`src/rtl/spi_reg_slave.sv`:
```
// SPI register-file responder: command byte (R/W + start address) then data bytes,
// with oversampled SPI pins, auto-incrementing burst pointer and a local read port.
module spi_reg_slave #(
  parameter int                    DATA_WIDTH = 8,
  parameter int                    ADDR_WIDTH = 4,
  parameter bit                    CPOL       = 1'b0,
  parameter bit                    CPHA       = 1'b0,
  parameter logic [DATA_WIDTH-1:0] STATUS     = 8'hA5
) (
  input  logic                  clk,
  input  logic                  arstn,
  input  logic                  sclk,
  input  logic                  csn,
  input  logic                  mosi,
  output logic                  miso,
  output logic                  wr_strobe,
  output logic [ADDR_WIDTH-1:0] wr_addr,
  output logic [DATA_WIDTH-1:0] wr_data,
  output logic                  frame_done,
  input  logic [ADDR_WIDTH-1:0] loc_addr,
  output logic [DATA_WIDTH-1:0] loc_rdata
);

  localparam int DEPTH = 2 ** ADDR_WIDTH;
  localparam int CNT_W = (DATA_WIDTH > 1) ? $clog2(DATA_WIDTH) : 1;
  localparam logic [CNT_W-1:0] LAST_BIT = CNT_W'(DATA_WIDTH - 1);
  localparam bit SAMPLE_ON_RISE = ((CPOL ^ CPHA) == 1'b0);

  typedef enum logic [1:0] {IDLE, CMD, DATA} state_t;

  state_t                state, state_nxt;
  logic [2:0]            sclk_sync;
  logic [2:0]            csn_sync;
  logic [1:0]            mosi_sync;
  logic [CNT_W-1:0]      bit_cnt;
  logic [DATA_WIDTH-2:0] rx_shift;
  logic [DATA_WIDTH-1:0] tx_shift;
  logic [ADDR_WIDTH-1:0] ptr;
  logic                  rw;
  logic                  got_word;
  logic [DATA_WIDTH-1:0] regs [DEPTH];

  logic sclk_rise, sclk_fall, csn_fall, csn_rise, csn_high;
  logic sample_edge, shift_edge, active, word_done, reg_we;
  logic [DATA_WIDTH-1:0] rx_word;

  // csn synchronizer resets low so a frame already running at reset release
  // produces no falling edge until csn has gone high and low again.
  always_ff @(posedge clk or negedge arstn) begin
    if (!arstn) begin
      sclk_sync <= {3{CPOL}};
      csn_sync  <= '0;
      mosi_sync <= '0;
    end else begin
      sclk_sync <= {sclk_sync[1:0], sclk};
      csn_sync  <= {csn_sync[1:0], csn};
      mosi_sync <= {mosi_sync[0], mosi};
    end
  end

  assign sclk_rise   = sclk_sync[1] & ~sclk_sync[2];
  assign sclk_fall   = ~sclk_sync[1] & sclk_sync[2];
  assign csn_fall    = ~csn_sync[1] & csn_sync[2];
  assign csn_rise    = csn_sync[1] & ~csn_sync[2];
  assign csn_high    = csn_sync[1];
  assign sample_edge = SAMPLE_ON_RISE ? sclk_rise : sclk_fall;
  assign shift_edge  = SAMPLE_ON_RISE ? sclk_fall : sclk_rise;
  assign active      = (state != IDLE) && !csn_high;
  assign word_done   = active && sample_edge && (bit_cnt == LAST_BIT);
  assign rx_word     = {rx_shift, mosi_sync[1]};
  assign reg_we      = word_done && (state == DATA) && !rw;

  always_ff @(posedge clk or negedge arstn) begin
    if (!arstn) state <= IDLE;
    else        state <= state_nxt;
  end

  always_comb begin
    state_nxt = state;
    if (csn_high) begin
      state_nxt = IDLE;
    end else begin
      unique case (state)
        IDLE:    if (csn_fall) state_nxt = CMD;
        CMD:     if (word_done) state_nxt = DATA;
        default: state_nxt = state;
      endcase
    end
  end

  // A shift edge with no bits yet sampled in the current word starts a new
  // word on miso; this covers both phases since CPHA=0 never leads with a shift edge.
  always_ff @(posedge clk or negedge arstn) begin
    if (!arstn) begin
      bit_cnt    <= '0;
      rx_shift   <= '0;
      tx_shift   <= '0;
      ptr        <= '0;
      rw         <= 1'b0;
      got_word   <= 1'b0;
      wr_strobe  <= 1'b0;
      wr_addr    <= '0;
      wr_data    <= '0;
      frame_done <= 1'b0;
    end else begin
      wr_strobe  <= reg_we;
      frame_done <= csn_rise && (state != IDLE) && got_word;
      if (reg_we) begin
        wr_addr <= ptr;
        wr_data <= rx_word;
      end
      if (state == IDLE) begin
        if (csn_fall) begin
          bit_cnt  <= '0;
          tx_shift <= STATUS;
          got_word <= 1'b0;
        end
      end else if (active) begin
        if (sample_edge) begin
          rx_shift <= rx_word[DATA_WIDTH-2:0];
          bit_cnt  <= (bit_cnt == LAST_BIT) ? '0 : bit_cnt + CNT_W'(1);
          if (bit_cnt == LAST_BIT) begin
            got_word <= 1'b1;
            if (state == CMD) begin
              rw  <= rx_word[DATA_WIDTH-1];
              ptr <= rx_word[ADDR_WIDTH-1:0];
            end else begin
              ptr <= ptr + ADDR_WIDTH'(1);
            end
          end
        end
        if (shift_edge) begin
          if (bit_cnt == '0)
            tx_shift <= (state == CMD) ? STATUS : (rw ? regs[ptr] : '0);
          else
            tx_shift <= {tx_shift[DATA_WIDTH-2:0], 1'b0};
        end
      end
    end
  end

  always_ff @(posedge clk or negedge arstn) begin
    if (!arstn) begin
      for (int i = 0; i < DEPTH; i++) regs[i] <= '0;
    end else if (reg_we) begin
      regs[ptr] <= rx_word;
    end
  end

  assign miso      = (state != IDLE) ? tx_shift[DATA_WIDTH-1] : 1'b0;
  assign loc_rdata = regs[loc_addr];

endmodule

```
`config.mk`:
```
export PLATFORM = sky130hd
export DESIGN_NAME = spi_reg_slave
export DESIGN_NICKNAME = d
export VERILOG_FILES = /design/src/rtl/spi_reg_slave.sv
export SDC_FILE = /design/constraint.sdc
export NUM_CORES = 1
export LEC_CHECK = 0
export CAP_MARGIN = 25
export CORE_MARGIN = 5
export CORE_UTILIZATION = 30
export CTS_BUF_LIST = sky130_fd_sc_hd__clkbuf_4 sky130_fd_sc_hd__clkbuf_8
export CTS_CLUSTER_SIZE = 24
export DETAILED_ROUTE_END_ITERATION = 10
export GPL_ROUTABILITY_DRIVEN = 0
export GPL_TIMING_DRIVEN = 0
export MAX_ROUTING_LAYER = met4
export PLACE_DENSITY_LB_ADDON = 0.2
export SYNTH_ARGS = -nofsm -noshare
export SYNTH_HDL_FRONTEND = slang
export SYNTH_SLANG_ARGS = --single-unit
```
`constraint.sdc`:
```
create_clock -name clk -period 6.9 [get_ports clk]
set_clock_uncertainty 0.15 [all_clocks]
set_input_delay 1.035 -clock clk [delete_from_list [all_inputs] [get_ports clk]]
set_output_delay 1.035 -clock clk [all_outputs]
set_load 0.02 [all_outputs]
```
Yosys cells after proc, flatten, opt, wreduce, memory -nomap -nowiden
Index checks and enable logic that the tools add are counted.

Bitwise operators: 11. Reduce and logical (&&, ||, !) cells: 25. Magnitude comparators: 3. Multiplexer cells: 32. Add/sub/neg operators: 2. Eq/ne operators: 6.

Operator list (count): 128-bit bitwise mux (1); 8-bit two-way mux (12); 8-bit binary-select mux with 4-bit select (2); 8-bit demux with 4-bit select (1); 3-bit two-way mux (5); 3-bit AND reduction (4); 5-bit >= comparator, second input constant (2); 4-bit inverter with 5-bit output (2); 2-bit nonzero test (5); 1-bit logical AND (8); 4-bit AND reduction (2); 1-bit two-way mux (6); 2-bit two-way mux (3); 3-bit inequality test, second input constant (2); 5-bit by 1-bit less-than comparator with 1-bit output, second input constant (1); 1-bit inverter (5); 5-bit AND reduction (1); 4-bit by 1-bit adder with 4-bit output, second input constant (1); 1-bit bitwise AND (4); 4-bit two-way mux (1); 2-bit case mux with 2 select lines (1); 3-bit by 1-bit adder with 3-bit output, second input constant (1); 3-bit == test, second input constant (1); 3-bit zero test (1); other kinds (6) (7).

Bits in registers: 176. Output and inout port bits: 23.

Depth between registers and ports, before layout
Gate-level depths: netlist of the first run.

Word-level depth: 10. Mapped depth: 7. Gate-level depth less buffers: 6.

Worst setup path before layout of the first run
OpenSTA, ideal clock, no wires.

Kind: input -> output. From: input loc_addr[0]. To: output loc_rdata[0]. Data required time: 5.715 ns. Cell stages on the path: 4. Arrival time: 2.618 ns. Slack: 3.097 ns. Cell sequence: clkbuf_1 -> buf_2 -> mux4_2 -> mux4_2.

Longest elaborated chain between the ends: 4.

RTL lines: start, declared (line 20) `input logic [ADDR_WIDTH-1:0] loc_addr,`; 4-bit inverter with 5-bit output (implied by the code) (line 151) `assign loc_rdata = regs[loc_addr];`; 8-bit binary-select mux with 4-bit select (line 151); 8-bit two-way mux (implied by the code) (2 in series) (line 151); end, declared (line 21) `output logic [DATA_WIDTH-1:0] loc_rdata`.

No other way between the ends. The select of a mux whose other input is x is not followed.

Worst setup path after layout of the first run
From: input loc_addr[1]. To: output loc_rdata[4].

The elaborated chain is that of the path after synthesis.

==> metrics.csv, run 1 <==
metric;value;unit
route.antenna.remaining_nets;0;
timing.critical_path.to_type;output port;
worst_ep_required_time;5.71;ns
fin_area;0.01020;mm²
design.die.area;0.03355;mm²
final_core_util;0.3442;
detailedRoute.firstIterationViolations;471;
pin_count;32;
critical_path.slowest_cell;sky130_fd_sc_hd__clkbuf_1;
fillerInstances;2915;
maxSlewViolCount;0;
die_h;183.2;µm
crit_path_from;loc_addr[1];
crit_type;in2out;
cts_root_buffer;sky130_fd_sc_hd__clkbuf_8;
cts.repair.resized;0;
dominantRegCellSynth;sky130_fd_sc_hd__dfrtp_1;
crit_arrival;4.09;ns
wl_met2;13.10;mm
count_of_synthesis_stage_warnings_from_yosys;0;
finalNonFillerCells;1089;
place_hpwl;18.27;mm
slew_headroom;0.2641;
postCtsSetupRepairBufs;0;
route.vias.total;5641;
die-width;183.2;µm
crit_family;buffers and inverters;
place_area;0.009796;mm²
core_region_area;0.02964;mm²
drt-pass1-iter-count;5;
timing.final.hold_violations;0;
combined_buffer_and_inverter_count_along_the_critical_path;3;
hp-start;mosi_sync[0];
initial_core_util;0.3035;
postRouteWirelength;25.55;mm
area_growth;13.41;%
worst_hold_path_type;reg2reg;
antenna_found_initial;0;
setup_viol_count_final;0;
run_status;finished clean;
port-buffer-count;28;
fin_crit;5.273;ns
clk-insertion-delay-late;0.46;ns
synth_largest_type_area_fraction;0.4896;
post_synth_adder_cell_area;0.009737;
pre_cts_ws;1.699;ns
post_drt_via_cell_ratio;5.180;
h_tree_depth;4;
crit_fanout;10;
post_synth.cell_area_avg;14.10;µm²
leakage;4.437;nW
top_signal_layer_used;met4;
clkSlewWorstSetupHoldPaths;0.11;ns
yosysTopAreaCell;sky130_fd_sc_hd__dfrtp_1;
worst_slack;1.627;ns
first_global_vias;6103;
numPlacedInstances;1057;
peakVddDrop;0.0001157;V
rows;63;
timing.final.crit_share;0.7641;
synth_sequential_area_ratio;0.4896;
timing.critical_path.from_type;input pin;
synth_top_family_by_area;multiplexers;
diodes;0;
synthXorXnorAreaFrac;0;
worst_path_largest_cell_delay;0.85;ns
grt_overflow;0;
worst_pin_slew;1.104;ns
drv_cap;0;
rsz0062_at_grt;false;
postSynthNetCount;654;
area_fraction_in_and_or_nand_and_nor_cells_after_synthesis;0.07984;
grt_first_pass_wirelength;39.05;mm
asyncSetResetFlopFracSynth;1.000;
grt_max_degree;127;
cts_num_sinks;176;
achievable-frequency;189.7;MHz
reg2reg_from;ptr[0];
grt_use_total;0.1610;
synth_seq_cells;176;
post_cts_hold_buffer_count;0;
netlist_area;0.008995;mm²
wl_met3;837;µm
cts_inserted_buffers;17;
number_of_standard_cells_after_synthesis;638;
power_per_cell_area;186.4;mW/mm²
wl_per_cell;23.46;µm
post_route_cells_drive_above_1_share;0.3748;
finish.net_count;702;
tritoncts;done;
synth_mux_area_frac;0.3539;
synth.top_cells.by_area;sky130_fd_sc_hd__dfrtp_1 (49%), sky130_fd_sc_hd__mux2_2 (18%), sky130_fd_sc_hd__mux4_2 (15%);
synth_enable_flop_cells;0;
cell_chain_critical_path;clkdlybuf4s50_1, clkbuf_1, mux4_2, mux4_2, clkdlybuf4s50_1;
yosysUniqueCellTypes;47;
wl_met1;11.23;mm
buffers_from_clock_root_to_sink_at_most;2;
drc;0;
post_synthesis_compound_gate_area_fraction;0.04020;
-- kinds of logic (layout without fill, tap and decap cells) --
kind of cell | count (synthesis) | count (layout)
simple gates | 119 | 119
buf+inv | 56 | 117
fa+ha+maj | 7 | 7
mux | 228 | 228
flops | 176 | 176
compound gates | 52 | 52
-- worst reg2reg max path, delay by kind of cell (launching register included) --
kind / cells / cell delay, ns
fa+ha+maj: 1 / 0.30
flops: 1 / 0.41
buf+inv: 4 / 1.35
simple gates: 1 / 0.52
mux: 1 / 0.42
-- power breakdown --
part           total, W  switching (W)  internal (W)
logic          0.000116      0.0000858     0.0000302
clock network  0.000732       0.000428      0.000305
registers       0.00105      0.0000117       0.00104
-- path summary, 6_finish.rpt --
path / depth (start not counted) / slack (ns) / endpoint
setup / recovery: 5 / 1.63 / loc_rdata[4]
hold / removal: 0 / 0.21 / mosi_sync[1]
setup reg to reg: 7 / 3.64 / regs[93]
hold reg to reg: 0 / 0.21 / mosi_sync[1]
max in group asynchronous: 2 / 5.31 / regs[61]
min in group asynchronous: 1 / 0.33 / regs[127]
-- cells in the final DEF (no fill, tap or decap), types with 3 or more instances in the layout --
master and instances:
sky130_fd_sc_hd__a211o_1 3, sky130_fd_sc_hd__a21o_1 5, sky130_fd_sc_hd__a21oi_1 5, sky130_fd_sc_hd__a22oi_1 8, sky130_fd_sc_hd__and3_1 6, sky130_fd_sc_hd__buf_1 10, sky130_fd_sc_hd__buf_2 12, sky130_fd_sc_hd__clkbuf_1 24
sky130_fd_sc_hd__clkbuf_8 17, sky130_fd_sc_hd__clkdlybuf4s50_1 27, sky130_fd_sc_hd__dfrtp_1 176, sky130_fd_sc_hd__ha_1 7, sky130_fd_sc_hd__inv_1 5, sky130_fd_sc_hd__inv_6 3, sky130_fd_sc_hd__inv_8 4, sky130_fd_sc_hd__mux2_2 140
sky130_fd_sc_hd__mux2i_1 30, sky130_fd_sc_hd__mux4_2 58, sky130_fd_sc_hd__nand2_1 61, sky130_fd_sc_hd__nand4_1 11, sky130_fd_sc_hd__nor2_1 10, sky130_fd_sc_hd__nor2b_1 5, sky130_fd_sc_hd__nor4b_4 5, sky130_fd_sc_hd__o21ai_0 17
sky130_fd_sc_hd__o32a_1 3
-- area by class of cell --
type | instances | area (µm²) | share of cell area
Buffer | 49 | 214.0 | 0.02097
Clock buffer | 17 | 234.0 | 0.02294
Clock inverter | 15 | 171.4 | 0.01680
Inverter | 7 | 26.28 | 0.002576
Multi-Input combinational cell | 406 | 4350 | 0.4265
Sequential cell | 176 | 4404 | 0.4317
Tap cell | 390 | 488.0 | 0.04784
Timing Repair Buffer | 29 | 312.8 | 0.03066
-- stage by stage --
stage          hold WS (ns)  power [W]  setup TNS, ns
2_1_floorplan        0.1812   0.001125              0
3_3_place_gp         0.1848   0.001186        -439.19
3_5_place_dp         0.1847   0.001191              0
4_1_cts              0.2098   0.001926              0
5_1_grt              0.2312   0.001971              0
6_report             0.2090   0.001901              0
-- flip-flops by register name, indices dropped and copies added, names as in the netlist, 2 cells and up --
signal	flops
bit_cnt	3
csn_sync	3
mosi_sync	2
ptr	4
regs	128
rx_shift	7
sclk_sync	3
state	2
tx_shift	8
wr_addr	4
wr_data	8
-- per-layer routing --
layer | up-vias | track usage
met2 | 120 | 0.2703
met3 | 12 | 0.02777
met1 | 3020 | 0.2046
met4 | 0 | 0.03844
li1 | 2489 | -
met5 | - | -
-- synthesized netlist by cell type, drive strengths merged (2+ instances only) --
cell type,instances
a211o,3
dfrtp,176
nand2,61
and3,6
nor2b,5
nand4,13
o21ai,17
nor2,10
nand4b,2
nand2b,2
a21oi,5
inv,7
a21o,5
a22o,2
nor3,4
mux2i,30
mux2,140
ha,7
nor3b,2
a221o,2
a211oi,2
nor4b,6
mux4,58
a22oi,8
and2,2
o32a,3
clkbuf,24
nand3b,2
buf,25
Power figures use the tool's default switching activity.
==> run 2, diff against run 1 <==
==> constraint.sdc (replaced) <==
create_clock -name clk -period 4.7 [get_ports clk]
set_clock_uncertainty 0.15 [all_clocks]
set_input_delay 0.705 -clock clk [delete_from_list [all_inputs] [get_ports clk]]
set_output_delay 0.705 -clock clk [all_outputs]
set_load 0.02 [all_outputs]
==> metrics.csv, run 2 (synthesis results as in run 1) <==
metric;value;unit;change
run_status;finished clean;;
worst_slack;0.09376;ns;-1.534 ns
place_hpwl;18.27;mm;unchanged
achievable-frequency;217.1;MHz;
crit_fanout;10;;unchanged
crit_arrival;3.75;ns;-0.34 ns
postRouteWirelength;25.51;mm;-0.16%
global_route.usage.met1;0.2047;;about the same
multiInputGateArea;0.004350;mm²;unchanged
slew_headroom;0.2740;;+0.009841
clkSlewWorstSetupHoldPaths;0.11;ns;about the same
crit_type;in2out;;
drv_cap;0;;unchanged
postCtsSetupRepairBufs;0;;unchanged
finish.net_count;703;;+0.14%
grt_overflow;0;;unchanged
timing.final.crit_share;0.9801;;
final_core_util;0.3445;;about the same
rsz0062_at_grt;false;;
final_cell_mix;sky130_fd_sc_hd__dfrtp_1 (176), sky130_fd_sc_hd__mux2_2 (140), sky130_fd_sc_hd__nand2_1 (61);;
cts_root_buffer;sky130_fd_sc_hd__clkbuf_8;;
worst_ep_required_time;3.85;ns;-1.86 ns
pre_cts_ws;0.1588;ns;-1.540 ns
power_per_cell_area;273.6;mW/mm²;+47%
cell_chain_critical_path;clkdlybuf4s50_1, clkbuf_1, mux4_2, mux4_2, clkdlybuf4s50_1;;
core_region_area;0.02964;mm²;unchanged
max_flop_register;regs;;
design.die.area;0.03355;mm²;unchanged
die_h;183.2;µm;unchanged
drt-pass1-iter-count;5;;unchanged
area_growth;13.52;%;about the same
post_cts_hold_buffer_count;1;;+1
diodes;0;;unchanged
peakVddDrop;0.0001745;V;+51%
cts_num_sinks;176;;unchanged
buffers_from_clock_root_to_sink_at_most;2;;unchanged
timing.critical_path.to_type;output port;;
largestRegisters;regs x128, tx_shift x8, wr_data x8;;
setup_viol_count_final;0;;unchanged
globalRouteMet3Util;0.02757;;-0.0001983
tns;0;ns;unchanged
top_usage_layer;met2;;
grt_first_pass_wirelength;39.07;mm;about the same
critical_path.slowest_cell;sky130_fd_sc_hd__clkbuf_1;;
rows;63;;unchanged
drc;0;;unchanged
detailedRoute.firstIterationViolations;482;;+2.3%
most_frequent_standard_cell_in_the_layout_excluding_fill_and_tap_cells;sky130_fd_sc_hd__dfrtp_1;;
min_path_cells;0;;unchanged
maxSlewViolCount;0;;unchanged
antenna_found_initial;0;;unchanged
wl_per_cell;23.40;µm;-0.26%
first_global_vias;6111;;+0.13%
fin_crit;4.606;ns;
crit_family;buffers and inverters;;
use_met2;0.2706;;+0.0002952
ff_latch_area;0.004404;mm²;unchanged
initial_core_util;0.3035;;unchanged
number_of_flip_flops_under_the_largest_register_name;128;;unchanged
fillerInstances;2914;;-0.034%
post_route_cells_drive_above_1_share;0.3743;;-0.0005355
timing.critical_path.from_type;input pin;;
die-width;183.2;µm;unchanged
cts.repair.resized;0;;unchanged
route.antenna.remaining_nets;0;;unchanged
port-buffer-count;28;;unchanged
power.total;0.002794;W;+47%
grt_max_degree;127;;unchanged
grt_use_total;0.1611;;about the same
hold_slack;0.2089;ns;-0.00004900 ns
post_drt_via_cell_ratio;5.221;;+0.79%
h_tree_depth;4;;unchanged
route.vias.total;5691;;+0.89%
cell_depth_of_the_worst_setup_path;5;;unchanged
rr_worst_depth;7;;unchanged
worst_path_largest_cell_delay;0.84;ns;about the same
tritoncts;done;;
worst_pin_slew;1.089;ns;-0.01476 ns
timing.final.hold_violations;0;;unchanged
leakage;4.441;nW;about the same
cts_inserted_buffers;17;;unchanged
combined_buffer_and_inverter_count_along_the_critical_path;3;;unchanged
clk-insertion-delay-late;0.46;ns;about the same
worst_hold_path_type;reg2reg;;
pin_count;32;;unchanged
[run 2: changes by cell type in the layout (fill, tap and decap cells not counted), sizes merged]
cell         change
dlygate4sd3      +1
[run 2: metal layers]
metal	up-vias	part of all wire
met3	28	0.038
met2	140	0.51
met4	0	0.020
met5	-	0
met1	3031	0.43
li1	2492	-
[run 2: worst paths after layout]
kind / start / to / slack (ns)
setup / recovery: loc_addr[1] / loc_rdata[4] / 0.09
setup reg to reg: ptr[0] / regs[93] / 1.44
hold / removal: mosi_sync[0] / mosi_sync[1] / 0.21
hold reg to reg: mosi_sync[0] / mosi_sync[1] / 0.21
max in group asynchronous: arstn / regs[61] / 2.85
min in group asynchronous: arstn / regs[127] / 0.59
[run 2: cell type report]
cell class                      count  area share
Clock inverter                     15     0.01679
Timing Repair Buffer               30     0.03161
Clock buffer                       17     0.02291
Multi-Input combinational cell    406      0.4261
Sequential cell                   176      0.4313
Tap cell                          390     0.04779
Inverter                            7    0.002573
Buffer                             49     0.02095
[run 2: power by group]
part | switching, W | internal (W)
registers | 0.0000174 | 0.00153
clock network | 0.000629 | 0.000447
logic | 0.000127 | 0.0000449
[run 2: metrics by stage]
step / instances / cell area (µm²)
6_report: 1090 / 10210
5_1_grt: 1090 / 10210
4_1_cts: 1090 / 10210
2_1_floorplan: 638 / 8995
3_3_place_gp: 1056 / 9763
3_5_place_dp: 1057 / 9796
==> run 3, diff against run 2 <==
--- a/config.mk
+++ b/config.mk
@@ -15,6 +15,7 @@
 export GPL_TIMING_DRIVEN = 0
 export MAX_ROUTING_LAYER = met4
 export PLACE_DENSITY_LB_ADDON = 0.2
+export SETUP_SLACK_MARGIN = 0.02
 export SYNTH_ARGS = -nofsm -noshare
 export SYNTH_HDL_FRONTEND = slang
 export SYNTH_SLANG_ARGS = --single-unit
==> results of run 3 <==
The final DEF is identical to that of run 2; final timing and power are the same.
